File: src/rtl/mc_pkg.sv
// Shared types and encodings for the multicycle control FSM: state enum,
// opcodes, datapath select codes and ALU control codes.
package mc_pkg;

   typedef enum logic [3:0] {
      S_FETCH    = 4'd0,
      S_DECODE   = 4'd1,
      S_MEMADR   = 4'd2,
      S_MEMREAD  = 4'd3,
      S_MEMWB    = 4'd4,
      S_MEMWRITE = 4'd5,
      S_EXECR    = 4'd6,
      S_ALUWB    = 4'd7,
      S_EXECI    = 4'd8,
      S_JAL      = 4'd9,
      S_BRANCH   = 4'd10
   } state_t;

   localparam logic [6:0] OP_LW     = 7'b0000011;
   localparam logic [6:0] OP_SW     = 7'b0100011;
   localparam logic [6:0] OP_RTYPE  = 7'b0110011;
   localparam logic [6:0] OP_ITYPE  = 7'b0010011;
   localparam logic [6:0] OP_JAL    = 7'b1101111;
   localparam logic [6:0] OP_BRANCH = 7'b1100011;

   typedef enum logic [2:0] {
      ALU_ADD = 3'b000,
      ALU_SUB = 3'b001,
      ALU_AND = 3'b010,
      ALU_OR  = 3'b011,
      ALU_XOR = 3'b100,
      ALU_SLT = 3'b101,
      ALU_SLL = 3'b110,
      ALU_SRL = 3'b111
   } alu_ctrl_t;

   // What the FSM asks of the ALU; ALUOP_FUNCT defers to funct3/funct7b5.
   typedef enum logic [1:0] {
      ALUOP_ADD   = 2'b00,
      ALUOP_SUB   = 2'b01,
      ALUOP_FUNCT = 2'b10
   } alu_op_t;

   localparam logic [1:0] SRC_A_PC     = 2'b00;
   localparam logic [1:0] SRC_A_OLD_PC = 2'b01;
   localparam logic [1:0] SRC_A_RS1    = 2'b10;

   localparam logic [1:0] SRC_B_RS2    = 2'b00;
   localparam logic [1:0] SRC_B_IMM    = 2'b01;
   localparam logic [1:0] SRC_B_FOUR   = 2'b10;

   localparam logic [1:0] RES_ALU_OUT  = 2'b00;
   localparam logic [1:0] RES_DATA     = 2'b01;
   localparam logic [1:0] RES_ALU_RES  = 2'b10;

   localparam logic [1:0] IMM_I = 2'b00;
   localparam logic [1:0] IMM_S = 2'b01;
   localparam logic [1:0] IMM_B = 2'b10;
   localparam logic [1:0] IMM_J = 2'b11;

   function automatic logic [1:0] imm_src_for(input logic [6:0] op);
      logic [1:0] imm;
      imm = IMM_I;
      case (op)
         OP_SW:     imm = IMM_S;
         OP_BRANCH: imm = IMM_B;
         OP_JAL:    imm = IMM_J;
         default:   imm = IMM_I;
      endcase
      return imm;
   endfunction

endpackage

File: src/rtl/alu_op_decode.sv
// Combinational ALU control decode: fixed add/sub requests from the FSM, or
// the funct3/funct7b5 mapping for R- and I-type execute states.
module alu_op_decode
   import mc_pkg::*;
(
   input  alu_op_t    alu_op,
   input  logic       op5,
   input  logic [2:0] funct3,
   input  logic       funct7b5,
   output logic [2:0] alu_control
);

   always_comb begin
      alu_control = ALU_ADD;
      case (alu_op)
         ALUOP_ADD: alu_control = ALU_ADD;
         ALUOP_SUB: alu_control = ALU_SUB;
         ALUOP_FUNCT: begin
            case (funct3)
               // Only R-type (op5=1) with funct7b5 selects sub; addi ignores it.
               3'b000:  alu_control = (op5 & funct7b5) ? ALU_SUB : ALU_ADD;
               3'b001:  alu_control = ALU_SLL;
               3'b010:  alu_control = ALU_SLT;
               3'b011:  alu_control = ALU_ADD;
               3'b100:  alu_control = ALU_XOR;
               3'b101:  alu_control = ALU_SRL;
               3'b110:  alu_control = ALU_OR;
               3'b111:  alu_control = ALU_AND;
               default: alu_control = ALU_ADD;
            endcase
         end
         default: alu_control = ALU_ADD;
      endcase
   end

endmodule

File: src/rtl/multicycle_fsm.sv
// Moore control FSM for a multicycle RISC-V style datapath.
// Define MEM_WAIT_EN to add mem_ready and stall FETCH/MEMREAD/MEMWRITE on it.
//
// state      | meaning
// FETCH      | read instruction at PC, PC <= PC+4
// DECODE     | read registers, precompute branch/jump target
// MEMADR     | compute load/store address
// MEMREAD    | read data memory
// MEMWB      | write loaded data to register file
// MEMWRITE   | write data memory
// EXECR      | R-type ALU operation
// ALUWB      | write ALU result to register file
// EXECI      | I-type ALU operation
// JAL        | PC <= target, link address computed
// BRANCH     | compare, conditionally load PC
module multicycle_fsm
   import mc_pkg::*;
(
   input  logic       clk,
   input  logic       reset,
   input  logic [6:0] op,
   input  logic [2:0] funct3,
   input  logic       funct7b5,
   input  logic       zero,
`ifdef MEM_WAIT_EN
   input  logic       mem_ready,
`endif
   output logic       pc_write,
   output logic       adr_src,
   output logic       mem_write,
   output logic       ir_write,
   output logic       reg_write,
   output logic [1:0] result_src,
   output logic [1:0] alu_src_a,
   output logic [1:0] alu_src_b,
   output logic [1:0] imm_src,
   output logic [2:0] alu_control,
   output logic       illegal,
   output logic [3:0] state
);

   state_t  state_q;
   state_t  state_d;
   alu_op_t alu_op;
   logic    ready;
   logic    pc_update;
   logic    branch;
   logic    mem_write_c;
   logic    ir_write_c;
   logic    reg_write_c;
   logic    illegal_c;

`ifdef MEM_WAIT_EN
   assign ready = mem_ready;
`else
   assign ready = 1'b1;
`endif

   always_ff @(posedge clk or posedge reset) begin
      if (reset) begin
         state_q <= S_FETCH;
      end else begin
         state_q <= state_d;
      end
   end

   always_comb begin
      state_d     = state_q;
      pc_update   = 1'b0;
      branch      = 1'b0;
      adr_src     = 1'b0;
      mem_write_c = 1'b0;
      ir_write_c  = 1'b0;
      reg_write_c = 1'b0;
      illegal_c   = 1'b0;
      result_src  = RES_ALU_OUT;
      alu_src_a   = SRC_A_PC;
      alu_src_b   = SRC_B_RS2;
      alu_op      = ALUOP_ADD;
      case (state_q)
         S_FETCH: begin
            alu_src_a  = SRC_A_PC;
            alu_src_b  = SRC_B_FOUR;
            result_src = RES_ALU_RES;
            if (ready) begin
               ir_write_c = 1'b1;
               pc_update  = 1'b1;
               state_d    = S_DECODE;
            end
         end
         S_DECODE: begin
            alu_src_a = SRC_A_OLD_PC;
            alu_src_b = SRC_B_IMM;
            case (op)
               OP_LW, OP_SW: state_d = S_MEMADR;
               OP_RTYPE:     state_d = S_EXECR;
               OP_ITYPE:     state_d = S_EXECI;
               OP_JAL:       state_d = S_JAL;
               OP_BRANCH:    state_d = S_BRANCH;
               default: begin
                  illegal_c = 1'b1;
                  state_d   = S_FETCH;
               end
            endcase
         end
         S_MEMADR: begin
            alu_src_a = SRC_A_RS1;
            alu_src_b = SRC_B_IMM;
            state_d   = op[5] ? S_MEMWRITE : S_MEMREAD;
         end
         S_MEMREAD: begin
            adr_src    = 1'b1;
            result_src = RES_ALU_OUT;
            if (ready) begin
               state_d = S_MEMWB;
            end
         end
         S_MEMWB: begin
            result_src  = RES_DATA;
            reg_write_c = 1'b1;
            state_d     = S_FETCH;
         end
         S_MEMWRITE: begin
            // Address and strobe stay asserted for the whole wait.
            adr_src     = 1'b1;
            mem_write_c = 1'b1;
            if (ready) begin
               state_d = S_FETCH;
            end
         end
         S_EXECR: begin
            alu_src_a = SRC_A_RS1;
            alu_src_b = SRC_B_RS2;
            alu_op    = ALUOP_FUNCT;
            state_d   = S_ALUWB;
         end
         S_EXECI: begin
            alu_src_a = SRC_A_RS1;
            alu_src_b = SRC_B_IMM;
            alu_op    = ALUOP_FUNCT;
            state_d   = S_ALUWB;
         end
         S_ALUWB: begin
            result_src  = RES_ALU_OUT;
            reg_write_c = 1'b1;
            state_d     = S_FETCH;
         end
         S_JAL: begin
            alu_src_a  = SRC_A_OLD_PC;
            alu_src_b  = SRC_B_FOUR;
            result_src = RES_ALU_OUT;
            pc_update  = 1'b1;
            state_d    = S_ALUWB;
         end
         S_BRANCH: begin
            alu_src_a  = SRC_A_RS1;
            alu_src_b  = SRC_B_RS2;
            alu_op     = ALUOP_SUB;
            result_src = RES_ALU_OUT;
            branch     = 1'b1;
            state_d    = S_FETCH;
         end
         default: state_d = S_FETCH;
      endcase
   end

   alu_op_decode u_alu_op_decode (
      .alu_op      (alu_op),
      .op5         (op[5]),
      .funct3      (funct3),
      .funct7b5    (funct7b5),
      .alu_control (alu_control)
   );

   // funct3[0] flips the zero test: beq takes on zero, bne on non-zero.
   assign pc_write  = ~reset & (pc_update | (branch & (zero ^ funct3[0])));
   assign ir_write  = ~reset & ir_write_c;
   assign reg_write = ~reset & reg_write_c;
   assign mem_write = ~reset & mem_write_c;
   assign illegal   = ~reset & illegal_c;
   assign imm_src   = imm_src_for(op);
   assign state     = state_q;

endmodule

File: config.mk
export PLATFORM = sky130hd
export DESIGN_NAME = multicycle_fsm
export DESIGN_NICKNAME = d
export VERILOG_FILES = /design/src/rtl/mc_pkg.sv /design/src/rtl/alu_op_decode.sv /design/src/rtl/multicycle_fsm.sv
export SDC_FILE = /design/constraint.sdc
export NUM_CORES = 1
export LEC_CHECK = 0
export ABC_AREA = 0
export BUFFER_PORTS_ARGS = -buffer_cell sky130_fd_sc_hd__buf_2
export CAP_MARGIN = 20
export CORE_AREA = 2 2 44 46
export DETAILED_ROUTE_END_ITERATION = 12
export DIE_AREA = 0 0 46 48
export GPL_ROUTABILITY_DRIVEN = 0
export HOLD_SLACK_MARGIN = 0.05
export PLACE_DENSITY = 0.83
export SLEW_MARGIN = 20
export SYNTH_ARGS = -nofsm -noshare
export SYNTH_HDL_FRONTEND = slang
export SYNTH_HIERARCHICAL = 1
export SYNTH_SLANG_ARGS = --single-unit
File: constraint.sdc
create_clock -name clk -period 1.9 [get_ports clk]
set_clock_uncertainty 0.1 [all_clocks]
set_input_delay 0.19 -clock clk [delete_from_list [all_inputs] [get_ports clk]]
set_output_delay 0.19 -clock clk [all_outputs]
set_load 0.005 [all_outputs]
==> results.py <==
metrics = {
    "detailed_routing": {
        "drt-initial-drc-count": 11,
        "drt.antenna.violating_nets": 0,
        "dr_total_vias": 769,
        "firstDrtPassIters": 4,
        "routed_wl_um": 1810,
        "via_per_inst": 5.34,
        "route.detailed.drc": 0,
        "wl_per_cell_um": 12.6,
    },
    "timing": {
        "setup_viol": 3,
        "rsz0062_at_grt": "yes",
        "post-route-period-util_pct": 115,
        "drv_slew": 0,
        "setup_ws_ns": -0.281,
        "slew_headroom_pct": 83.3,
        "min_period_ns": 2.18,
        "hold_viol": 0,
        "worst_pin_slew_ns": 0.247,
        "timing.fmax_mhz": 458,
    },
    "outcome": {
        "status": "complete, but fails checks",
        "violations": "negative setup slack",
    },
    "synthesis": {
        "synth_top_family_by_area": "simple AND/OR/NAND/NOR gates",
        "synthArstFlopShare_pct": 100,
        "avgSynthCellArea_um2": 7.98,
        "synth.area.top_cells": "dfrtp_1 (15%), xor2_1 (5.4%), nand2b_1 (4.8%), inv_1 (4.0%), nor2_1 (4.0%)",
        "ys.flop_type": "dfrtp_1",
        "synth-simple-area-share_pct": 41.9,
        "synth-adder-area-share_pct": 5.35,
        "synth_area_leader_cell": "dfrtp_1",
        "netlist_instances": 82,
        "ys_seq_area_share_pct": 15.3,
        "synth_compound_area_share_pct": 17.6,
        "synth.top_cell.area_share_pct": 15.3,
        "synth_mux_area_share_pct": 1.53,
        "syn_area_um2": 654,
        "netlist-cell-type-count": 39,
        "synth-edff-count": 0,
        "syn-num-nets": 98,
        "ys_ff_latch": 4,
        "synth-xor-area-share_pct": 8.03,
        "synth_warnings": 6,
    },
    "worst_setup_path": {
        "path_max_fanout": 2,
        "worstPathCellList": "or3b_4, a21oi_4, ha_4, inv_2, a221o_1, a21oi_2, buf_2",
        "crit_path_end_kind": "output pin",
        "crit_slowest_cell": "or3b_4",
        "cp.arrival_ns": 1.89,
        "path_class": "flip-flop to output pin",
        "start_kind": "flip-flop",
        "max_stage_delay_ns": 0.42,
        "crit_required_ns": 1.61,
        "rrSetupSlack_ns": 0.50,
    },
    "global_route": {
        "grt_max_degree": 18,
        "grt_pass1_vias": 677,
        "grt_pass1_wl_um": 2740,
        "antenna_found_initial": 0,
        "groute.usage.overall_pct": 16.7,
        "grt_overflow": 0,
    },
    "final_layout": {
        "layout-drive-gt1-share_pct": 48.8,
        "layout.cells.non_filler": 144,
        "diodes": 0,
        "layout.nets": 144,
        "area_delta_synth_final_pct": 50.1,
        "largest_reg_flops": 4,
        "fillCellCount": 157,
    },
    "placement": {
        "dp.cells": 136,
        "detailedPlace.worstSlack_ns": -0.0669,
        "port_buffers": 34,
        "place_hpwl_um": 1340,
    },
    "die": {
        "die_area_um2": 2210,
        "start_util_pct": 38.7,
        "core_um2": 1690,
        "die_w_um": 46,
        "rows": 15,
        "pin_count": 35,
        "die_h_um": 48,
    },
    "clock_tree": {
        "clock_path_buffers": 2,
        "clock_latency_ns": 0.24,
        "htreeDepth": 1,
        "cts_tree": "done",
        "cts_buffers": 3,
        "cts_sinks": 4,
        "path_clk_slew_ns": 0.04,
        "clockRootBuffer": "clkbuf_4",
    },
    "min_path": {
        "hold_path_class": "primary input to flip-flop",
    },
    "pwr": {
        "peakVddDrop_v": 0.000326,
        "cellLeakagePower_uw": 0.000491,
        "powerDensity_nw_per_um2": 715,
    },
    "job": {
        "maxCapViolations": 0,
    },
}
-- cell families after synthesis --
family | after synthesis
flops | 4
buf+inv | 12
fa+ha+maj | 3
simple gates | 40
compound gates | 16
mux | 1
xor+xnor | 6
-- synth_stat cells (2+ instances only) --
cell type	number
inv_1	7
nor2_1	7
nand2b_1	5
nor3_1	5
a21oi_1	4
and3_1	4
dfrtp_1	4
nand2_1	4
xor2_1	4
nand3_1	3
buf_4	2
buf_6	2
ha_1	2
nor3b_1	2
or2_1	2
xnor2_1	2
-- worst paths after layout --
check | startpoint | to | cells past startpoint
worst max-delay path | state[1] | alu_control[0] | 7
worst min-delay path | op[3] | state[0] | 3
worst max register to register | state[1] | state[1] | 4
worst min register to register | state[3] | state[1] | 3
max in group asynchronous | reset | state[1] | 3
min in group asynchronous | reset | state[0] | 3
-- worst max-delay path, delay by kind of cell, from the launching register on --
| family | cells | cell delay [ns] |
|---|---|---|
| adder cells (fa/ha/maj) | 1 | 0.15 |
| AO/OA/AOI/OAI | 3 | 0.55 |
| flip-flops | 1 | 0.39 |
| AND/OR/NAND/NOR | 1 | 0.42 |
| buffers and inverters | 2 | 0.15 |
-- cell type report --
cell class,count,area (µm²),area share [%]
clock buffers,4,26.3,2.68
multi-input cells,66,532,54.1
flip-flops and latches,4,103,10.4
well taps,17,21.3,2.17
repair buffers,46,270,27.5
inverters,7,30.0,3.06
-- metal layers --
layer / wire [µm] / global-route usage [%]
met2: 960 / 33.3
met4: 17 / 6.29
met1: 743 / 18.7
met3: 94 / 0
met5: 0 / 0
-- layout by cell type (no fill, tap or decap), drive strengths merged, types with 2 or more instances in the layout --
| cell type | Yosys | final |
|---|---|---|
| nor3 | 5 | 5 |
| nand2b | 5 | 5 |
| or2 | 2 | 2 |
| ha | 2 | 2 |
| clkbuf | 1 | 4 |
| inv | 7 | 6 |
| xnor2 | 2 | 2 |
| and3 | 4 | 4 |
| buf | 4 | 45 |
| nand3 | 3 | 3 |
| nor2 | 7 | 7 |
| nand2 | 4 | 4 |
| a21oi | 4 | 4 |
| o21ai | 2 | 2 |
| nor3b | 3 | 3 |
| xor2 | 4 | 4 |
| dfrtp | 4 | 4 |
-- power by group --
| group | internal [µW] | leakage, µW | switching, µW |
|---|---|---|---|
| combinational | 239 | 0.000426 | 220 |
| sequential | 103 | 0.0000509 | 20.7 |
| clock | 79.1 | 0.0000150 | 39.9 |
| total | 421 | 0.000491 | 280 |
-- per-stage QoR --
| stage | TNS, ns | cell area [µm²] | utilization [%] | power [µW] | hold WS [ns] |
|---|---|---|---|---|---|
| after floorplan | 0 | 659 | - | 395 | -0.125 |
| after global placement | 0 | 870 | 51.5 | 517 | 0.0255 |
| after detailed placement | -0.0669 | 870 | 51.5 | 526 | 0.0284 |
| after CTS | -0.705 | 925 | 54.7 | 655 | 0.183 |
| after global routing | -0.816 | 982 | 58.1 | 756 | 0.218 |
| final | -0.650 | 982 | 58.1 | 702 | 0.181 |
-- what timing repair did --
action	CTS	global route
hold endpoints to repair	4	0
setup buffers	1	2
hold buffers	1	0
gates resized for setup	5	8
pin swaps	5	4
setup endpoints to repair	4	6
No activity file was read; power rests on OpenSTA's default activity.
